**src/rtl/ex_mem_stage.sv**
```systemverilog
// EX/MEM pipeline register for the 5-stage MIPS pipeline.
// Latches the ALU result, store data and control bits, and owns the HI/LO
// registers, the retired-instruction counter and the sticky halt flag.
module ex_mem_stage #(
    parameter int DATA_W = 32,
    parameter int CNT_W  = 32
) (
    input  logic              clk,
    input  logic              rst_n,
    input  logic              stall,
    input  logic              flush,
    input  logic              ex_valid,
    input  logic [DATA_W-1:0] ex_alu_result1,
    input  logic [DATA_W-1:0] ex_alu_result2,
    input  logic [DATA_W-1:0] ex_rt_data,
    input  logic [4:0]        ex_rd_addr,
    input  logic [DATA_W-1:0] ex_pc,
    input  logic              ex_reg_write,
    input  logic              ex_mem_read,
    input  logic              ex_mem_write,
    input  logic              ex_hilo_write,
    input  logic              ex_sel_hi,
    input  logic              ex_sel_lo,
    input  logic              ex_halt,
    output logic              mem_valid,
    output logic [DATA_W-1:0] mem_result,
    output logic [DATA_W-1:0] mem_rt_data,
    output logic [4:0]        mem_rd_addr,
    output logic [DATA_W-1:0] mem_pc,
    output logic              mem_reg_write,
    output logic              mem_mem_read,
    output logic              mem_mem_write,
    output logic              mem_halt,
    output logic [DATA_W-1:0] hi_out,
    output logic [DATA_W-1:0] lo_out,
    output logic [CNT_W-1:0]  retire_count
);

    logic [DATA_W-1:0] hi_q, lo_q;
    logic [DATA_W-1:0] sel_result;
    logic              capture;

    // A real instruction enters MEM only when nothing blocks it and we have not halted.
    assign capture = ~stall & ~flush & ex_valid & ~mem_halt;

    // mfhi/mflo read the HI/LO values from before this edge; HI wins if both selects are set.
    always_comb begin
        sel_result = ex_alu_result1;
        if (ex_sel_hi)
            sel_result = hi_q;
        else if (ex_sel_lo)
            sel_result = lo_q;
    end

    // Stage register: reset > flush > stall > capture; anything else loads a bubble.
    always_ff @(posedge clk) begin
        if (!rst_n) begin
            mem_valid     <= 1'b0;
            mem_result    <= '0;
            mem_rt_data   <= '0;
            mem_rd_addr   <= '0;
            mem_pc        <= '0;
            mem_reg_write <= 1'b0;
            mem_mem_read  <= 1'b0;
            mem_mem_write <= 1'b0;
        end else if (capture) begin
            mem_valid     <= 1'b1;
            mem_result    <= sel_result;
            mem_rt_data   <= ex_rt_data;
            mem_rd_addr   <= ex_rd_addr;
            mem_pc        <= ex_pc;
            mem_reg_write <= ex_reg_write;
            mem_mem_read  <= ex_mem_read;
            mem_mem_write <= ex_mem_write;
        end else if (flush || !stall) begin
            mem_valid     <= 1'b0;
            mem_result    <= '0;
            mem_rt_data   <= '0;
            mem_rd_addr   <= '0;
            mem_pc        <= '0;
            mem_reg_write <= 1'b0;
            mem_mem_read  <= 1'b0;
            mem_mem_write <= 1'b0;
        end
    end

    // Architectural state only advances on a capture, so flush/stall/halt all freeze it.
    always_ff @(posedge clk) begin
        if (!rst_n) begin
            hi_q         <= '0;
            lo_q         <= '0;
            retire_count <= '0;
            mem_halt     <= 1'b0;
        end else if (capture) begin
            if (ex_hilo_write) begin
                hi_q <= ex_alu_result2;
                lo_q <= ex_alu_result1;
            end
            if (retire_count != {CNT_W{1'b1}})
                retire_count <= retire_count + 1'b1;
            if (ex_halt)
                mem_halt <= 1'b1;
        end
    end

    assign hi_out = hi_q;
    assign lo_out = lo_q;

endmodule

```
**config.mk**
```make
export PLATFORM = sky130hd
export DESIGN_NAME = ex_mem_stage
export DESIGN_NICKNAME = d
export VERILOG_FILES = /design/src/rtl/ex_mem_stage.sv
export SDC_FILE = /design/constraint.sdc
export NUM_CORES = 1
export LEC_CHECK = 0
export ABC_AREA = 1
export BUFFER_PORTS_ARGS = -buffer_cell sky130_fd_sc_hd__buf_2
export CAP_MARGIN = 10
export CORE_ASPECT_RATIO = 0.6
export CORE_MARGIN = 1
export CORE_UTILIZATION = 35
export CTS_BUF_LIST = sky130_fd_sc_hd__clkbuf_2 sky130_fd_sc_hd__clkbuf_4 sky130_fd_sc_hd__clkbuf_8
export DETAILED_ROUTE_END_ITERATION = 10
export PLACE_DENSITY = 0.61
export SYNTH_ARGS = -nofsm -noshare
export SYNTH_HDL_FRONTEND = slang
export SYNTH_SLANG_ARGS = --single-unit
```
**constraint.sdc**
```tcl
create_clock -name clk -period 1.4 [get_ports clk]
set_input_delay 0.28 -clock clk [delete_from_list [all_inputs] [get_ports clk]]
set_output_delay 0.28 -clock clk [all_outputs]
set_load 0.05 [all_outputs]
```
-- Word-level counts from Yosys, hierarchy flattened
Cells that the tools add are included.
- register bits: 202
- bits of input ports: 145
- reductions and logical operators: 6
- $add $sub $neg: 1
- equality and inequality tests: 1
- mux-type cells: 13
- bitwise operators: 6
- operator list (operator ; number):
    two-way mux 32 bit ; 6
    adder 32 x 1 -> 32 bit, second input constant ; 1
    != test 32 bit, second input constant ; 1
    two-way mux 5 bit ; 2
    AND reduction 2 bit ; 3
    two-way mux 1 bit ; 5
    AND 1 bit ; 3
    NOT 1 bit ; 3
    nonzero test 2 bit ; 1
    zero test 1 bit ; 1
    logical OR 1 bit ; 1

-- Depth between registers and ports, before layout
Gate-level depths: netlist of the first run.
- depth in word-level cells: 5
- mapped depth: 11
- depth with buffers taken out: 10

-- Least setup slack after synthesis of the first run
OpenSTA, ideal clock, no wires.
- path type: register to register
- start point: register retire_count[0]
- end point: register retire_count[26]
- cell stages (with the launch flop): 11
- arrival: 1840 ps
- clock period less this slack: 1957 ps
- buffers on the path: 2
- data required time: 1283 ps
- path slack: -557 ps
- cells stage by stage: dfxtp_1 ha_1 nand3_1 inv_2 nand2_1 nor2_2 nand3_2 buf_6 buf_6 a21oi_1 nor2_1
- word-level cells in the longest chain between the ends: 2
- ends and longest elaborated chain (what ; RTL line ; text):
    start, declared ; 36 ; output logic [CNT_W-1:0] retire_count
    start signal, assigned ; 100 ; retire_count <= retire_count + 1'b1;
    parallel branches: the longest is 2 deep, another holds adder 32 x 1 -> 32 bit ; n/a ;
Several ways; the timed one is not identified.
A chain may end at the register's enable or synchronous reset.

-- Final worst setup path of the first run
- start point: register mem_halt
- end point: register lo_q[18] (netlist: lo_out[18])
- word-level cells in the longest chain between the ends: 3
- ends and longest elaborated chain (what ; RTL line ; text):
    start, declared ; 33 ; output logic mem_halt,
    start signal, assigned ; 93 ; mem_halt <= 1'b0;
    start signal, assigned ; 102 ; mem_halt <= 1'b1;
    NOT 1 bit ; 44 ; assign capture = ~stall & ~flush & ex_valid & ~mem_halt;
    AND 1 bit ; 44 ;
    AND reduction 2 bit (no line) ; n/a ;
    end signal, assigned ; 97 ; lo_q <= ex_alu_result1;
    end, declared ; 39 ; logic [DATA_W-1:0] hi_q, lo_q;
No other way between the ends.

==> results of run 1 <==
[path summary, 6_finish.rpt]
kind | slack, ns | to | start
hold reg to reg | 0.47 | mem_rt_data[14] | mem_rt_data[14]
hold / removal | 0.24 | lo_out[6] | rst_n
setup reg to reg | -0.30 | lo_out[18] | mem_halt
setup / recovery | -0.30 | lo_out[18] | mem_halt
[cells in the mapped netlist, types with 3 or more instances]
cell / count / share of area, %
a21oi_1: 201 / 12
inv_1: 29 / 1.3
o211ai_1: 35 / 3.1
nand2_1: 388 / 17
nand4_1: 5 / 0.37
inv_2: 4 / 0.18
clkbuf_1: 46 / 2.1
buf_2: 26 / 1.6
buf_1: 6 / 0.27
o21ai_0: 6 / 0.36
nor2_1: 79 / 3.5
nand3_1: 124 / 7.4
buf_6: 5 / 0.67
nor2_2: 3 / 0.22
dfxtp_1: 202 / 48
[cells by family (layout without fill, tap and decap cells)]
group           count (synthesis)  in the layout
simple gates                  605            606
flops                         202            202
compound gates                243            243
fa+ha+maj                       1              1
other cells                     0              1
xor+xnor                        2              2
buf+inv                       117            847
[flip-flops by register name, indices dropped and copies added, names as in the netlist]
signal / flops
mem_pc: 32
mem_mem_write: 1
mem_valid: 1
lo_out: 32
mem_mem_read: 1
mem_rt_data: 32
mem_halt: 1
mem_result: 32
mem_reg_write: 1
mem_rd_addr: 5
retire_count: 32
hi_out: 32
[final cells by class]
type                            instances  area share [%]
Antenna cell                            1          0.0135
Clock buffer                           50            3.40
Clock inverter                          3          0.0943
Inverter                               34           0.741
Multi-Input combinational cell        852            27.2
Sequential cell                       202            23.8
Tap cell                              315            2.12
Timing Repair Buffer                  760            42.7
[routing by layer]
metal	routed length, µm	vias to the layer above
met5	0	-
met4	2220	0
met3	4210	184
met2	21900	731
met1	18100	5679
li1	-	5313
[power groups by stage]
stage	clock, µW	sequential, µW	combinational [µW]
6_report	5310	5890	2340
4_1_cts	5330	5900	2010
2_1_floorplan	0	6350	454
3_5_place_dp	0	6010	1390
3_3_place_gp	0	6010	1390
5_1_grt	5630	5890	2420
[stage by stage]
step,setup WS [ns],std cells,TNS (ns),area (µm²),power (µW)
4_1_cts,-0.219,2157,-10.26,16900,13200
3_3_place_gp,-0.205,1865,-12.18,11400,7400
5_1_grt,-0.360,2216,-47.89,18600,13900
3_5_place_dp,-0.239,1865,-16.39,11400,7410
2_1_floorplan,-0.143,1170,-4.04,8540,6810
6_report,-0.304,2217,-33.20,18600,13500
[worst max-delay path: stages (launching register included)]
cell and delay (ns):
dfxtp_2 0.34, inv_2 0.08, nand2_2 0.07, nor2_4 0.28, buf_8 0.19, buf_12 0.13, nand2_8 0.10, clkbuf_16 0.21
nand2_1 0.08, a21oi_1 0.07
[timing repair]
item                       CTS  global route
hold endpoints to repair   137             0
pin swaps                   48            63
buffers inserted            91            56
hold buffers               137             0
cloned                      12            13
gates resized for setup    855           292
setup endpoints to repair  322           337
==> flow_metrics.tcl, run 1 <==
set metrics [dict create \
    fill_cells 1321 \
    final_util_pct 79.9 \
    critPathKind "flip-flop to flip-flop" \
    core_um2 23200 \
    synth-simple-area-share_pct 29.5 \
    ios 347 \
    met2_usage_pct 53.0 \
    cp_max_fo 9 \
    ys_seq_area_share_pct 48.4 \
    grt_usage_pct 31.9 \
    worst_setup_path_start_kind "flip-flop" \
    globalplace.congestion 0.931 \
    max_freq_ghz 0.587 \
    first_pass_iters 5 \
    ant_nets 0 \
    relSlewSlack_pct 77.4 \
    r2r.worst_path.cells 9 \
    p_comb_share_pct 17.3 \
    routedWlPerCell_um 20.9 \
    cts_tree "yes" \
    status "complete, but fails checks" \
    area_delta_synth_final_pct 122 \
    clock_sinks 202 \
    ys_types 26 \
    routed_wl_um 46400 \
    synth_edf_count 0 \
    antenna_found_initial 1 \
    synth_xor_area_share_pct 0.210 \
    grtUsageMet1_pct 39.9 \
    synth_ff_type "dfxtp_1" \
    maxSlewViolCount 0 \
    seq_power_share_pct 43.5 \
    arrival_ns 2.17 \
    start_util_pct 36.0 \
    synthAdderAreaFrac_pct 0.150 \
    skew_ns 0.0245 \
    cap_violations 0 \
    drtIter0Drc 1109 \
    portBuffers 346 \
    hpwlAfterDp_um 22500 \
    synth.avg_cell_area_um2 7.14 \
    route.detailed.drc 0 \
    clk_latency_ns 0.60 \
    holdWs_ns 0.239 \
    vdd_drop_max_uv 729 \
    fin_crit_sh_pct 122 \
    hold_path_class "input pin to flip-flop" \
    gr-total-overflow 0 \
    clk_path_buf_depth 3 \
    die_h_um 122 \
    synth_top_family_by_area "simple AND/OR/NAND/NOR gates" \
    fin_crit_ns 1.70 \
    synth_nets 1316 \
    drive_gt1_share_pct 58.9 \
    finalWorstSetupSlack_ns -0.304 \
    die-area_um2 24500 \
    yosys_warnings 0 \
    hold_depth 3 \
    die_w_um 201 \
    viasPerCell 5.37 \
    clockRootBuffer "clkbuf_8" \
    p_sw_share_pct 28.5 \
    p_leak_uw 0.00759 \
    regArea_um2 4420 \
    nets 2027 \
    worstMarginPinSlew_ns 0.336 \
    violations "negative setup slack" \
    layout_common_cells "nand2_1 (313), buf_4 (185), buf_8 (159), dfxtp_2 (154), buf_2 (145)" \
    grt_pass1_vias 11400 \
    setup_viol 236 \
    rsz0062_at_grt "yes" \
    netlist_area_um2 8360 \
    required_ns 1.87 \
    num_rows 43 \
    p_int_uw 9670 \
    synth_compound_area_share_pct 15.6 \
    grt_max_degree 57 \
    htreeDepth 1 \
    vias 11900 \
    clk_pin_slew_ns 0.07 \
    grt_pass1_wl_um 61800 \
    cts_buffers 31 \
    postSynthCellCount 1170 \
    clock_power_share_pct 39.2 \
    busiest_layer "met2" \
    synthArstFlopShare_pct 0 \
    multi_input_area_um2 5050 \
    power.density_nw_per_um2 728 \
    hold_viol 0 \
    final_common_cell "nand2_1" \
    cp-end-kind "flip-flop" \
    yosys-mux-area-fraction_pct 0 \
    p_switching_uw 3860 \
    synth-seq-cells 202 \
    use_met3_pct 8.69 \
]
Note: power is estimated with default switching activity, not from simulation.
==> run 2: changes to the inputs <==
--- a/config.mk
+++ b/config.mk
@@ -13,7 +13,7 @@
 export CORE_UTILIZATION = 35
 export CTS_BUF_LIST = sky130_fd_sc_hd__clkbuf_2 sky130_fd_sc_hd__clkbuf_4 sky130_fd_sc_hd__clkbuf_8
 export DETAILED_ROUTE_END_ITERATION = 10
-export PLACE_DENSITY = 0.61
+export PLACE_DENSITY = 0.58
 export SYNTH_ARGS = -nofsm -noshare
 export SYNTH_HDL_FRONTEND = slang
 export SYNTH_SLANG_ARGS = --single-unit
==> constraint.sdc (replaced) <==
create_clock -name clk -period 1.9 [get_ports clk]
set_input_delay 0.38 -clock clk [delete_from_list [all_inputs] [get_ports clk]]
set_output_delay 0.38 -clock clk [all_outputs]
set_load 0.05 [all_outputs]
==> run 2 against run 1 <==
Compared with the run above:
- the run now ends clean
- register-to-register slack better by 0.47 ns
- global-route usage is 8.3 points lower
- combinational power is 58% lower
- sequential share of layout area is 12 points higher
- cell count is 17% lower
- via count is 23% lower
- largest cell class is now flip-flops and latches
- core utilization is 32 points lower
==> flow_metrics.tcl, run 2 (synthesis results as in run 1) <==
set metrics [dict create \
    num_rows 43 \
    grt_usage_pct 23.6 \
    hold_path_class "input pin to flip-flop" \
    worst_setup_path_start_kind "flip-flop" \
    cp_slowest_cell "dfxtp_2" \
    cts_buffers 34 \
    htreeDepth 2 \
    worstMarginPinSlew_ns 0.409 \
    cap_violations 0 \
    vdd_drop_max_uv 426 \
    relSlewSlack_pct 72.7 \
    grt_pass1_vias 8204 \
    fin_tns_setup_ns 0 \
    reg2reg_slack_ns 0.17 \
    ios 347 \
    core_um2 23200 \
    p_leak_uw 0.00484 \
    routed_wl_um 29900 \
    route.detailed.drc 0 \
    die-area_um2 24500 \
    first_pass_iters 5 \
    start_util_pct 36.0 \
    die_w_um 201 \
    clk_latency_ns 0.53 \
    pre_cts_ws_ns 0.160 \
    skew_ns 0.0239 \
    area_delta_synth_final_pct 34.0 \
    nets 1647 \
    layout_common_cells "nand2_1 (387), buf_2 (346), a21oi_1 (201), dfxtp_1 (200), nand3_1 (124)" \
    grt_max_degree 88 \
    clock_sinks 202 \
    hpwlAfterDp_um 21200 \
    clk_path_buf_depth 3 \
    power.density_nw_per_um2 829 \
    max_freq_ghz 0.577 \
    maxSlewViolCount 0 \
    vias 9200 \
    dp_cells 1780 \
    max_stage_delay_ns 0.36 \
    required_ns 2.32 \
    drtIter0Drc 727 \
    cts_tree "yes" \
    critPathKind "flip-flop to flip-flop" \
    setup_viol 0 \
    status "completed" \
    gr-total-overflow 0 \
    fin_crit_sh_pct 91.3 \
    cp_cell_sequence "ha_1, nand3_1, inv_2, nand2_1, nor2_1, nand2_1, nor2_1, nand3_1, nand2_1, nor2_1" \
    antenna_found_initial 2 \
    portBuffers 346 \
    clockRootBuffer "clkbuf_8" \
    drive_gt1_share_pct 29.7 \
    finalWorstSetupSlack_ns 0.166 \
    grt_pass1_wl_um 45900 \
    die_h_um 122 \
    rsz0062_at_grt "no" \
    cp-end-kind "flip-flop" \
    fin_crit_ns 1.73 \
    ant_nets 0 \
    cp_max_fo 5 \
    viasPerCell 5.00 \
    arrival_ns 2.15 \
    hold_viol 0 \
    clk_pin_slew_ns 0.06 \
    routedWlPerCell_um 16.3 \
    final_common_cell "nand2_1" \
    final_cells 1839 \
    globalplace.congestion 0.909 \
]
[run 2: cell types whose count changed in the layout (fill, tap and decap cells not counted), sizes merged]
| cell | delta |
|---|---|
| clkbuf | -5 |
| buf | -235 |
| nand2 | -1 |
| dlygate4sd3 | -137 |
[run 2: path summary, 6_finish.rpt]
path / startpoint / end / cells after the start
min: ex_rd_addr[4] / mem_rd_addr[4] / 3
max: retire_count[0] / retire_count[26] / 10
max reg2reg: retire_count[0] / retire_count[26] / 10
min reg2reg: mem_pc[16] / mem_pc[16] / 2
[run 2: area by class of cell]
| class | count | area [µm²] |
|---|---|---|
| sequential | 202 | 4050 |
| timing repair buffer | 378 | 2120 |
| inverter | 34 | 133 |
| fill | 2404 | 12000 |
| multi-input combinational | 851 | 3820 |
| clock buffer | 55 | 657 |
| clock inverter | 3 | 17.5 |
| antenna | 1 | 2.50 |
| tap | 315 | 394 |
[run 2: what timing repair did]
item	4_1_cts	5_1_grt
setup buffers	0	0
hold buffers	0	0
resized for setup	0	1
endpoints found under the setup margin	0	1
endpoints found under the hold margin	0	0
[run 2: metrics by stage]
step           total power (µW)  hold WS, ns  utilization [%]  cell area, µm²
2_1_floorplan              5030        0.518                -            8360
3_3_place_gp               5440        0.448             45.2           10500
3_5_place_dp               5440        0.453             45.2           10500
4_1_cts                    9400       0.0587             48.1           11200
5_1_grt                    9700       0.0766             48.2           11200
6_report                   9280        0.101             48.2           11200
[run 2: critical path, delay by kind of cell (launching register included)]
family | cells | cell delay, ns
DFF | 1 | 0.36
buffers and inverters | 1 | 0.13
and+or+nand+nor | 8 | 0.95
adders and majority gates | 1 | 0.20
[run 2: layer usage]
| layer | global-route usage (%) | up-vias | share of wire [%] |
|---|---|---|---|
| met2 | 34.3 | 400 | 43 |
| met1 | 33.2 | 4201 | 46 |
| li1 | - | 4538 | - |
| met3 | 6.74 | 59 | 9.5 |
| met5 | 0 | - | 0.043 |
| met4 | 8.29 | 2 | 2.3 |
[run 2: power breakdown]
group          switching, µW  internal, µW
sequential              47.1          4310
clock                   1760          2180
combinational            691           300
==> run 3: changes to the inputs <==
--- a/config.mk
+++ b/config.mk
@@ -8,12 +8,15 @@
 export ABC_AREA = 1
 export BUFFER_PORTS_ARGS = -buffer_cell sky130_fd_sc_hd__buf_2
 export CAP_MARGIN = 10
+export CELL_PAD_IN_SITES_DETAIL_PLACEMENT = 1
+export CELL_PAD_IN_SITES_GLOBAL_PLACEMENT = 1
 export CORE_ASPECT_RATIO = 0.6
 export CORE_MARGIN = 1
-export CORE_UTILIZATION = 35
+export CORE_UTILIZATION = 34
 export CTS_BUF_LIST = sky130_fd_sc_hd__clkbuf_2 sky130_fd_sc_hd__clkbuf_4 sky130_fd_sc_hd__clkbuf_8
 export DETAILED_ROUTE_END_ITERATION = 10
-export PLACE_DENSITY = 0.58
+export PLACE_DENSITY = 0.79
+export SETUP_SLACK_MARGIN = 0.02
 export SYNTH_ARGS = -nofsm -noshare
 export SYNTH_HDL_FRONTEND = slang
 export SYNTH_SLANG_ARGS = --single-unit
==> constraint.sdc (replaced) <==
create_clock -name clk -period 1.95 [get_ports clk]
set_input_delay 0.39 -clock clk [delete_from_list [all_inputs] [get_ports clk]]
set_output_delay 0.39 -clock clk [all_outputs]
set_load 0.05 [all_outputs]
==> run 3 against run 2 <==
Compared with the run above:
- global-route usage increased by 2.1 points
- critical path type unchanged
- register-to-register slack about the same
- worst hold slack improved by 0.017 ns
- final area decreased by 0.30%
- non-clock buffer count decreased by 5
==> flow_metrics.tcl, run 3 (synthesis results as in run 1) <==
set metrics [dict create \
    globalplace.congestion 0.866 \
    hpwlAfterDp_um 24000 \
    reg2reg_slack_ns 0.15 \
    hold_viol 0 \
    holdWs_ns 0.118 \
    portBuffers 346 \
    drtIter0Drc 648 \
    worstMarginPinSlew_ns 0.459 \
    reg2reg_from "retire_count[0]" \
    clockRootBuffer "clkbuf_8" \
    arrival_ns 2.21 \
    clk_latency_ns 0.52 \
    core_um2 24200 \
    ant_nets 0 \
    num_rows 44 \
    grt_pass1_vias 9149 \
    vdd_drop_max_uv 461 \
    r2r.worst_path.cells 10 \
    maxSlewViolCount 0 \
    gr-total-overflow 0 \
    rr_endpoint "retire_count[22]" \
    die_w_um 204 \
    drive_gt1_share_pct 29.6 \
    route.detailed.drc 0 \
    post_cts_resize_count 0 \
    skew_ns 0.0107 \
    ctsHoldBuffers 0 \
    required_ns 2.36 \
    htreeDepth 2 \
    relSlewSlack_pct 69.2 \
    setup_viol 0 \
    status "completed" \
    final_common_cell "nand2_1" \
    antenna_found_initial 9 \
    viasPerCell 5.05 \
    ios 347 \
    worst_setup_path_start_kind "flip-flop" \
    cp_max_fo 5 \
    clk_pin_slew_ns 0.06 \
    grt_pass1_wl_um 50600 \
    nets 1642 \
    clk_path_buf_depth 3 \
    grt_usage_pct 25.7 \
    finalWorstSetupSlack_ns 0.152 \
    max_stage_delay_ns 0.35 \
    hold_path_class "input pin to flip-flop" \
    layout_common_cells "nand2_1 (387), buf_2 (346), a21oi_1 (201), dfxtp_1 (199), nand3_1 (124)" \
    cp_cell_sequence "ha_1, nand3_1, inv_2, nand2_1, nor2_1, nand2_1, nor2_1, nand3_1, nand2_1, nor2_1" \
    power.density_nw_per_um2 814 \
    routed_wl_um 33300 \
    cap_violations 0 \
    crit_path_end "retire_count[22]" \
    clock_sinks 202 \
    routedWlPerCell_um 18.0 \
    cts_tree "yes" \
    grt_max_degree 96 \
    vias 9312 \
    pre_cts_ws_ns -0.00254 \
    area_delta_synth_final_pct 33.6 \
    die_h_um 123 \
    cp-startpoint "retire_count[0]" \
    first_pass_iters 5 \
    die-area_um2 25200 \
    cp-end-kind "flip-flop" \
    cts_buffers 34 \
    cp_slowest_cell "dfxtp_2" \
    fin_crit_sh_pct 92.2 \
    start_util_pct 34.6 \
    p_leak_uw 0.00480 \
    rsz0062_at_grt "no" \
    max_freq_ghz 0.556 \
    hold_depth 3 \
    fin_crit_ns 1.80 \
    post_cts_buffers 0 \
    critPathKind "flip-flop to flip-flop" \
]
==> run 3: cell types whose count changed in the layout (fill, tap and decap cells not counted), sizes merged <==
cell   previous run  this run
diode             1         5
buf             378       373
==> run 3: power breakdown <==
group / leakage (µW) / switching (µW) / internal, µW / total, µW
clock network: 0.000365 / 1720 / 2140 / 3860
logic: 0.00280 / 688 / 285 / 973
registers: 0.00163 / 46.4 / 4200 / 4250
==> run 3: worst min-delay path by stage <==
stage | from | end | slack [ns]
4_1_cts | ex_rt_data[7] | mem_rt_data[7] | 0.07
6_report | ex_rt_data[18] | mem_rt_data[18] | 0.12
3_3_place_gp | mem_rd_addr[3] | mem_rd_addr[3] | 0.45
5_1_grt | ex_rt_data[16] | mem_rt_data[16] | 0.09
2_1_floorplan | rst_n | retire_count[3] | 0.53
3_5_place_dp | mem_rt_data[29] | mem_rt_data[29] | 0.45
==> run 3: critical path, delay by kind of cell (launching register included) <==
family	cells	cell delay (ns)
and+or+nand+nor	8	1.05
DFF	1	0.35
adders and majority gates	1	0.19
buffers and inverters	1	0.10
==> run 3: layout make-up <==
| cell class | count | area (µm²) |
|---|---|---|
| fill | 3174 | 13000 |
| sequential | 202 | 4050 |
| multi-input combinational | 851 | 3830 |
| timing repair buffer | 373 | 2060 |
| clock buffer | 55 | 663 |
| tap | 322 | 403 |
| inverter | 34 | 133 |
| clock inverter | 3 | 17.5 |
| antenna | 5 | 12.5 |
==> run 3: through the flow <==
stage	utilization (%)	cell area [µm²]	TNS, ns	power (µW)	instances
detailed placement	43.3	10500	-0.00254	5310	1782
finish	46.2	11200	0	9080	1845
floorplan	-	8360	0	4900	1170
global route	46.2	11200	0	9490	1842
CTS	46.1	11100	0	9230	1840
global placement	43.3	10500	0	5290	1782
==> run 3: layer usage <==
layer / up-vias / global-route usage (%) / part of all wire [%]
met4: 10 / 8.96 / 2.7
met1: 4429 / 33.3 / 45
met3: 79 / 8.43 / 7.2
li1: 4511 / - / -
met2: 283 / 40.2 / 45
met5: - / 0 / 0.24
